`config.mk`:
```
export PLATFORM = sky130hd
export DESIGN_NAME = fp_to_int_seq
export DESIGN_NICKNAME = d
export VERILOG_FILES = /design/src/rtl/fp_to_int_seq.sv
export SDC_FILE = /design/constraint.sdc
export NUM_CORES = 1
export LEC_CHECK = 0
export ABC_AREA = 1
export ABC_CLOCK_PERIOD_IN_PS = 1300
export CORE_MARGIN = 2
export CORE_UTILIZATION = 25
export CTS_CLUSTER_SIZE = 30
export DETAILED_ROUTE_END_ITERATION = 10
export HOLD_SLACK_MARGIN = 0.15
export RECOVER_POWER = 25
export SLEW_MARGIN = 20
export SYNTH_ARGS = -nofsm -noshare
export SYNTH_HDL_FRONTEND = slang
export SYNTH_SLANG_ARGS = --single-unit
```
`constraint.sdc`:
```
create_clock -name clk -period 1.3 [get_ports clk]
set_input_delay 0.26 -clock clk [delete_from_list [all_inputs] [get_ports clk]]
set_output_delay 0.26 -clock clk [all_outputs]
set_load 0.02 [all_outputs]
```
`src/rtl/fp_to_int_seq.sv`:
```
// fp_to_int_seq: converts a 13-bit (sign, exponent e, fraction 0.f) value to an 8-bit sign-magnitude integer.
// Latency: done_tick arrives 9-e cycles after the start-sampling cycle for e<8, one cycle after it for e>=8.
// Backpressure: start is honoured only while ready=1; requests made while busy are dropped. Optional macro FP2INT_ROUND_EN.
module fp_to_int_seq (
  input  logic        clk,
  input  logic        reset,
  input  logic        start,
  input  logic [12:0] fp,
  output logic        ready,
  output logic        done_tick,
  output logic [7:0]  integ,
  output logic        ovf
);

  typedef enum logic [1:0] {IDLE, SHIFT, DONE} state_t;

  state_t      state_q;
  logic        ready_q;
  logic        done_q;
  logic [7:0]  integ_q;
  logic        ovf_q;
  logic        sign_q;
  logic [7:0]  mag_q;
  logic [3:0]  count_q;
`ifdef FP2INT_ROUND_EN
  logic        guard_q;
  logic [8:0]  shift_d;     // {mag, guard} after one more right shift
`else
  logic [7:0]  shift_d;     // mag after one more right shift
`endif
  logic [8:0]  fin_mag_d;   // magnitude as it will stand on the edge into DONE
  logic [8:0]  direct_res_d;
  logic [8:0]  shift_res_d;

  // Saturate to 127 when forced or when the magnitude does not fit, and suppress negative zero.
  // Returns {ovf, sign, magnitude[6:0]}.
  function automatic logic [8:0] pack_result(input logic s, input logic [8:0] m, input logic force_sat);
    logic [6:0] m7;
    logic       o;
    if (force_sat || (m > 9'd127)) begin
      m7 = 7'h7F;
      o  = 1'b1;
    end else begin
      m7 = m[6:0];
      o  = 1'b0;
    end
    return {o, s & (m7 != 7'd0), m7};
  endfunction

  // Next shift step and the two possible results (large exponent taken directly, small exponent after shifting).
  always_comb begin
`ifdef FP2INT_ROUND_EN
    shift_d   = {mag_q, guard_q} >> 1;
    fin_mag_d = {1'b0, shift_d[8:1]} + {8'd0, shift_d[0]};
`else
    shift_d   = mag_q >> 1;
    fin_mag_d = {1'b0, shift_d};
`endif
    direct_res_d = pack_result(fp[12], {1'b0, fp[7:0]}, fp[11:8] > 4'd8);
    shift_res_d  = pack_result(sign_q, fin_mag_d, 1'b0);
  end

  // Control FSM with registered outputs; result registers load only on the edge into DONE.
  always_ff @(posedge clk or posedge reset) begin
    if (reset) begin
      state_q <= IDLE;
      ready_q <= 1'b1;
      done_q  <= 1'b0;
      integ_q <= 8'h00;
      ovf_q   <= 1'b0;
      sign_q  <= 1'b0;
      mag_q   <= 8'h00;
      count_q <= 4'd0;
`ifdef FP2INT_ROUND_EN
      guard_q <= 1'b0;
`endif
    end else begin
      done_q <= 1'b0;
      case (state_q)
        IDLE: begin
          if (start) begin
            sign_q  <= fp[12];
            ready_q <= 1'b0;
            if (fp[11:8] < 4'd8) begin
              mag_q   <= fp[7:0];
              count_q <= 4'd8 - fp[11:8];
`ifdef FP2INT_ROUND_EN
              guard_q <= 1'b0;
`endif
              state_q <= SHIFT;
            end else begin
              {ovf_q, integ_q} <= direct_res_d;
              done_q           <= 1'b1;
              state_q          <= DONE;
            end
          end
        end
        SHIFT: begin
`ifdef FP2INT_ROUND_EN
          {mag_q, guard_q} <= shift_d;
`else
          mag_q <= shift_d;
`endif
          count_q <= count_q - 4'd1;
          if (count_q == 4'd1) begin
            {ovf_q, integ_q} <= shift_res_d;
            done_q           <= 1'b1;
            state_q          <= DONE;
          end
        end
        DONE: begin
          state_q <= IDLE;
          ready_q <= 1'b1;
        end
        default: begin
          state_q <= IDLE;
          ready_q <= 1'b1;
        end
      endcase
    end
  end

  assign ready     = ready_q;
  assign done_tick = done_q;
  assign integ     = integ_q;
  assign ovf       = ovf_q;

endmodule

```
==> metrics.md, run 1 <==
| Metric | Value |
|---|---|
| Root buffer selected by CTS | clkbuf_8 |
| Worst min-delay path class | reg -> reg |
| IO Port Bufs | 26 |
| Cell variety after synth | 20 |
| Outcome | complete, no violations |
| Longest Clk Path Bufs | 2 |
| H-Tree Depth | 1 |
| Final Non-Filler Cells | 300 |
| Worst EP arrival | 1470 ps |
| # rows | 26 |
| Total wire length | 3280 um |
| Final core occ | 40.69% |
| Max-capacitance violation count | 0 |
| Leading area contributor after synthesis | dfrtp_1 |
| Initial Utilization | 26.04% |
| Post-synthesis compound-gate area fraction | 12.79% |
| Simple-gate area share of the yosys netlist | 28.69% |
| Layout cells sized above 1 | 36.52% |
| Vias in the first global route | 1,255 |
| Fin crit period | 1300 ps |
| Worst R2R Start | state_q[1]$_DFFE_PP0P_ |
| NumNets Final | 250 |
| Total instance count after detailed placement | 291 |
| Slew headroom | 65.71% |
| Setup TNS | 0 ps |
| Layout area overhead | 56.26% |
| Worst-Margin Slew | 514.4 ps |
| Top Ports | 27 |
| Drt pass-1 iters | 4 |
| Die width | 76.94 um |
| Post-Synth XOR/XNOR Area | 0.6585% |
| CP Class | reg -> reg |
| Worst Hold Launch | ovf$_DFFE_PP0P_ |
| Pin count of the biggest net entering global routing | 16 |
| Drt drc | 0 |
| CTS hold repair buffers | 0 |
| GRT Total Usage | 11.57% |
| Synth Area in Adders | 2.822% |
| GR Overflow Total | 0 |
| Post-synthesis net count | 195 |
| CP max-delay cell | dfrtp_1 |
| Sequential area share after synthesis | 47.13% |
| Detailed Place HPWL | 2483 um |
| Synth top area cells | dfrtp_1 (45%), nand2_1 (13%), o21ai_0 (7.9%) |
| Final hold vios | 0 |
| Die H | 76.94 um |
| Vias | 1,272 |
| Diodes inserted | 0 |
| CTS tree | yes |
| Filler instances | 536 |
| Pwr Density | 2254 nW/um2 |
| Worst skew pair latency | 270 ps |
| Required time of the critical path | 1470 ps |
| Startpoint Class | flip-flop |
| Full die area | 5920 um2 |
| Syn avg cell area | 7.557 um2 |
| Clock Pin Slew Worst Setup and Hold Paths | 90 ps |
| CP Buf/Inv Count | 3 |
| # clock sinks | 25 |
| Pwr Total | 4.684 mW |
| Max-slew violation total from the final report | 0 |
| Synthesis Warnings | 0 |
| Initial antenna violation count | 0 |
| Cts bufs inserted | 3 |
| CP peak stage delay | 410 ps |
| Leakage | 0.9799 nW |
| R2r setup slk | 0.3 ps |
| Post-synth top area share | 45.16% |
| Initial drt markers | 49 |
| Fin crit share | 99.98% |
| Post-DR wirelength/cell | 10.93 um |
| Flops & latches, synth | 25 |
| Post-synthesis mux area share | 0% |
| Largest family of logic cells by synthesized area | simple AND/OR/NAND/NOR gates |
| First-pass GRT wire length | 5568 um |
| Final weighted congestion of routability-driven global placement | 0.8227 |
| Max VDD drop | 0.7250 mV |
| Maximum clock frequency | 769.4 MHz |
| Top Family by Delay on Critical Path | flip-flops |
| Synth Cell Area | 1330 um2 |
| Crit path max fanout | 4 |
| Post-Syn Instances | 176 |
| Crit path from | state_q[1]$_DFFE_PP0P_ |
| Final setup violation count | 0 |
| RSZ-0062 raised after global routing | true |
| Hold WS | 482.4 ps |
| Clock Skews | 1.224 ps |
| Core area | 5107 um2 |
| Via density | 4.240 |
| Worst path cell trace | buf_6, nor2_4, inv_4, o21ai_4, nand2_2, o21ai_1, inv_1 |
| Crit. End Element | flip-flop |
| DRT antenna net count | 0 |
## sequential cells by signal (all words and copies together), names as in the netlist
signal / count
state_q: 2
mag_q: 7
integ: 8
ovf: 1
ready: 1
done_tick: 1
count_q: 4
sign_q: 1
## worst min-delay path: cells and delay by family, from the launching register on
family	cells	cell delay, ps
flip-flops	1	350
AND/OR/NAND/NOR	2	100
## synth_stat cells
cell type,instances
a32o_1,1
nand4_1,1
o21ai_0,21
xor2_1,1
inv_2,2
o211ai_1,1
ha_1,3
o21ai_4,1
nor2_1,24
inv_1,22
dfstp_2,1
nor2_4,2
a31oi_1,1
nand3_1,11
a21oi_1,5
or2_2,3
buf_2,3
dfrtp_1,24
nand2_1,47
nor2_2,2
## layout by cell type, fill, tap and decap left out, types with 2 or more instances in the layout
cell type,netlist,layout
inv_1,22,16
dlygate4sd2_1,0,11
nand3_2,0,4
nor2_4,2,6
nor2_2,2,3
o21ai_2,0,8
buf_4,0,18
clkdlybuf4s50_1,0,12
a21oi_2,0,2
nand3_1,11,7
o21ai_0,21,6
clkbuf_8,0,3
nor2_1,24,19
dfrtp_1,24,22
o21ai_1,0,7
dfrtp_2,0,2
a21oi_1,5,3
inv_2,2,7
buf_6,0,7
or2_2,3,2
nand2_1,47,35
nand2_2,0,11
## cell type report
cell class | count | area, um2 | area share (%)
Clock buffer | 3 | 41.29 | 1.987
Clock inverter | 1 | 5.005 | 0.2408
Inverter | 24 | 92.59 | 4.455
Multi-Input combinational cell | 124 | 755.7 | 36.36
Sequential cell | 25 | 629.4 | 30.28
Tap cell | 70 | 87.58 | 4.214
Timing Repair Buffer | 53 | 466.7 | 22.46
## routing by layer
layer,up-vias,track usage [%],share of wire (%)
met2,16,19.30,48
met3,4,3.059,3.8
met1,581,14.46,47
met4,0,3.818,1.2
li1,671,-,-
met5,-,0,0
## where the power goes
group          leakage [nW]  switching, mW  internal [mW]
logic                 0.663           1.58           1.25
clock network        0.0255          0.248          0.214
registers             0.292          0.231           1.16
## per-stage QoR
stage | setup slack (ps) | cell area, um2
floorplan | 60.42 | 1330
global placement | -336.7 | 1828
detailed placement | -376.0 | 1828
CTS | 4.738 | 1924
global route | -67.44 | 2078
finish | 0.2773 | 2078
## worst paths after layout
kind / endpoint / depth (start not counted)
setup / recovery: integ[5]$_DFFE_PP0P_ / 7
hold / removal: ovf$_DFFE_PP0P_ / 2
setup reg to reg: integ[5]$_DFFE_PP0P_ / 7
hold reg to reg: ovf$_DFFE_PP0P_ / 2
max in group asynchronous: state_q[0]$_DFFE_PP0P_ / 3
min in group asynchronous: integ[5]$_DFFE_PP0P_ / 3
## timing repair
action,4_1_cts,5_1_grt
endpoints found under the hold margin,0,0
resized for setup,42,47
setup buffers,1,4
pin swaps,4,7
setup endpoints to repair,30,20
## cell families after synthesis
group | count (synthesis)
simple gates | 90
compound gates | 30
buf+inv | 27
flops | 25
fa+ha+maj | 3
xor+xnor | 1
(Power assumes the default switching activity.)
==> run 2: changes to the inputs <==
--- a/config.mk
+++ b/config.mk
@@ -5,13 +5,15 @@
 export SDC_FILE = /design/constraint.sdc
 export NUM_CORES = 1
 export LEC_CHECK = 0
-export ABC_AREA = 1
 export ABC_CLOCK_PERIOD_IN_PS = 1300
+export CELL_PAD_IN_SITES_DETAIL_PLACEMENT = 1
+export CELL_PAD_IN_SITES_GLOBAL_PLACEMENT = 1
 export CORE_MARGIN = 2
-export CORE_UTILIZATION = 25
+export CORE_UTILIZATION = 34
 export CTS_CLUSTER_SIZE = 30
 export DETAILED_ROUTE_END_ITERATION = 10
 export HOLD_SLACK_MARGIN = 0.15
+export PLACE_DENSITY_LB_ADDON = 0.1
 export RECOVER_POWER = 25
 export SLEW_MARGIN = 20
 export SYNTH_ARGS = -nofsm -noshare
==> run 2 against run 1 <==
  * The flow now finishes with violations (setup timing)
  * Flip-flop and latch count unchanged
  * Power rose by 26%
  * Core utilization grew 23 points
  * Critical path depth down 1
  * Global-route usage up 7.8 points
  * Critical path type unchanged
  * Wire length grew 39%
  * Combinational power increased by 39%
  * Fmax shrank 11%
  * Clock skew grew 2.6 ps
==> metrics.md, run 2 <==
| Metric | Value |
|---|---|
| Top Ports | 27 |
| Crit path max fanout | 8 |
| Slack of the critical path | -154.1 ps |
| Met2 usage | 36.50% |
| Vias | 1,298 |
| Die H | 66.66 um |
| Async S/R FF share, synth | 100.0% |
| Worst min-delay path class | in -> reg |
| Most frequent cells in the layout | buf_4 (27), dfrtp_1 (22), nand2_1 (14) |
| Final Non-Filler Cells | 254 |
| Pwr Density | 2509 nW/um2 |
| Syn avg cell area | 9.536 um2 |
| Setup TNS | -1190 ps |
| GR Overflow Total | 0 |
| Maximum clock frequency | 687.7 MHz |
| Worst-Margin Slew | 655.2 ps |
| Outcome | finished, violations left |
| First-pass GRT wire length | 6417 um |
| Sequential area share after synthesis | 46.95% |
| Die width | 66.66 um |
| Post-synthesis mux area share | 5.342% |
| Layout area overhead | 76.57% |
| Worst setup endpoint | integ[2]$_DFFE_PP0P_ |
| Leading area contributor after synthesis | dfrtp_1 |
| Busiest grt layer | met2 |
| Post-synth top flop | dfrtp_1 |
| Post-Syn Instances | 140 |
| Synthesis Warnings | 0 |
| Cts bufs inserted | 3 |
| Full die area | 4444 um2 |
| CP Class | reg -> reg |
| Filler instances | 404 |
| Fin crit period | 1454 ps |
| Final weighted congestion of routability-driven global placement | 0.8038 |
| Most common cell in the netlist | dfrtp_1 |
| H-Tree Depth | 1 |
| Drt drc | 0 |
| Worst skew pair latency | 270 ps |
| CTS tree | yes |
| Initial Utilization | 35.93% |
| Drt pass-1 iters | 4 |
| DRT antenna net count | 0 |
| Layout cells sized above 1 | 44.17% |
| IO Port Bufs | 26 |
| Startpoint Class | flip-flop |
| Fin crit share | 111.9% |
| Longest Clk Path Bufs | 2 |
| Total instance count after detailed placement | 235 |
| Simple-gate area share of the yosys netlist | 20.34% |
| Violated checks | setup timing |
| Max VDD drop | 1.281 mV |
| Post-synthesis net count | 159 |
| R2r setup slk | -150 ps |
| Crit. End Element | flip-flop |
| Core area | 3716 um2 |
| Post-DR wirelength/cell | 17.95 um |
| Pin count of the biggest net entering global routing | 26 |
| Leakage | 1.061 nW |
| Post-synthesis compound-gate area fraction | 17.81% |
| Final setup violation count | 18 |
| Worst EP arrival | 1640 ps |
| Synth Cell Area | 1335 um2 |
| # clock sinks | 25 |
| Flops & latches, synth | 25 |
| Reg2Reg Capture Point | integ[2]$_DFFE_PP0P_ |
| Post-Synth XOR/XNOR Area | 0.6560% |
| Slew headroom | 56.32% |
| Vias in the first global route | 1,385 |
| Crit path from | count_q[1]$_DFFE_PP0P_ |
| Required time of the critical path | 1490 ps |
| CTS hold repair buffers | 0 |
| Detailed Place HPWL | 2752 um |
| GRT Total Usage | 19.37% |
| M3 GR Usage | 2.872% |
| Worst R2R Start | count_q[1]$_DFFE_PP0P_ |
| RSZ-0062 raised after global routing | true |
| Cell variety after synth | 35 |
| NumNets Final | 226 |
| Max-capacitance violation count | 0 |
| Initial antenna violation count | 0 |
| Reg2reg path depth | 6 |
| Largest register FFs | 8 |
| Via density | 5.110 |
| Clock Pin Slew Worst Setup and Hold Paths | 90 ps |
| Most common cell after layout, fill and taps aside | buf_4 |
| Synth top area cells | dfrtp_1 (45%), nand2_1 (5.6%), o31ai_2 (5.6%) |
| Post-synth EDFFs | 0 |
| Placed cell area | 1868 um2 |
| Post-synth top area share | 44.99% |
| Top cells by count, synth | dfrtp_1 (24), nand2_1 (20), nor2_1 (12), nor3_1 (10), o21ai_1 (10) |
| Clock Skews | 3.797 ps |
| Total wire length | 4559 um |
| Largest family of logic cells by synthesized area | simple AND/OR/NAND/NOR gates |
| # rows | 22 |
| Initial drt markers | 51 |
| Final hold vios | 0 |
| Post-layout instance area | 2357 um2 |
| Synth Area in Adders | 2.812% |
| Diodes inserted | 0 |
| GRT met1 Usage | 21.66% |
| Root buffer selected by CTS | clkbuf_8 |
| Max-slew violation total from the final report | 0 |
run 2: per-stage QoR:
step	util (%)	setup WS, ps	power (mW)	hold WS [ps]
5_1_grt	63.43	-211.3	6.278	485.7
3_3_place_gp	50.27	-433.2	3.978	456.6
6_report	63.43	-154.1	5.914	447.8
2_1_floorplan	-	-49.22	2.982	286.6
4_1_cts	57.74	-189.9	5.159	335.6
3_5_place_dp	50.27	-544.9	4.127	464.0
run 2: final cells by class:
class                      count  area (um2)  share of cell area, %
clock buffer                   4       45.04                  1.911
inverter                       7       33.78                  1.433
multi-input combinational    100       862.1                  36.57
sequential                    25       629.4                  26.70
tap                           48       60.06                  2.548
timing repair buffer          70       726.9                  30.84
run 2: worst max-delay path: stages, from the launching register on:
cell,delay [ps]
dfrtp_1,400
inv_2,80
ha_4,140
nand4bb_4,120
a21o_4,270
buf_12,160
o31ai_4,210
run 2: how the worst min path moves through the flow:
| stage | start | to | cells past startpoint |
|---|---|---|---|
| after CTS | reset | done_tick$_DFF_PP0_ | 3 |
| after detailed placement | ovf$_DFFE_PP0P_ | ovf$_DFFE_PP0P_ | 2 |
| after global placement | ovf$_DFFE_PP0P_ | ovf$_DFFE_PP0P_ | 2 |
| final | fp[8] | count_q[0]$_DFFE_PP0P_ | 4 |
| after global routing | fp[8] | count_q[0]$_DFFE_PP0P_ | 4 |
| after floorplan | reset | count_q[0]$_DFFE_PP0P_ | 1 |
run 2: cell families after synthesis:
| logic type | count (synthesis) |
|---|---|
| adders and majority gates | 3 |
| and+or+nand+nor | 57 |
| buffers and inverters | 15 |
| muxes | 7 |
| AOI/OAI and AO/OA | 32 |
| xor gates and xnor gates | 1 |
| DFF | 25 |
run 2: what timing repair did:
item,4_1_cts,5_1_grt
cloned,2,2
endpoints found under the setup margin,31,22
resized for setup,51,35
setup buffers,6,6
pin swaps,11,11
run 2: report_power, final:
part	leakage, nW	switching, mW	internal, mW
registers	0.299	0.329	1.18
logic	0.739	1.90	2.03
clock network	0.0228	0.256	0.220
total	1.06	2.48	3.43
run 2: per-layer routing:
| layer | vias up | wire length, um |
|---|---|---|
| met3 | 8 | 124 |
| met5 | - | 0 |
| met2 | 29 | 2580 |
| met1 | 646 | 1774 |
| li1 | 615 | - |
| met4 | 0 | 79 |
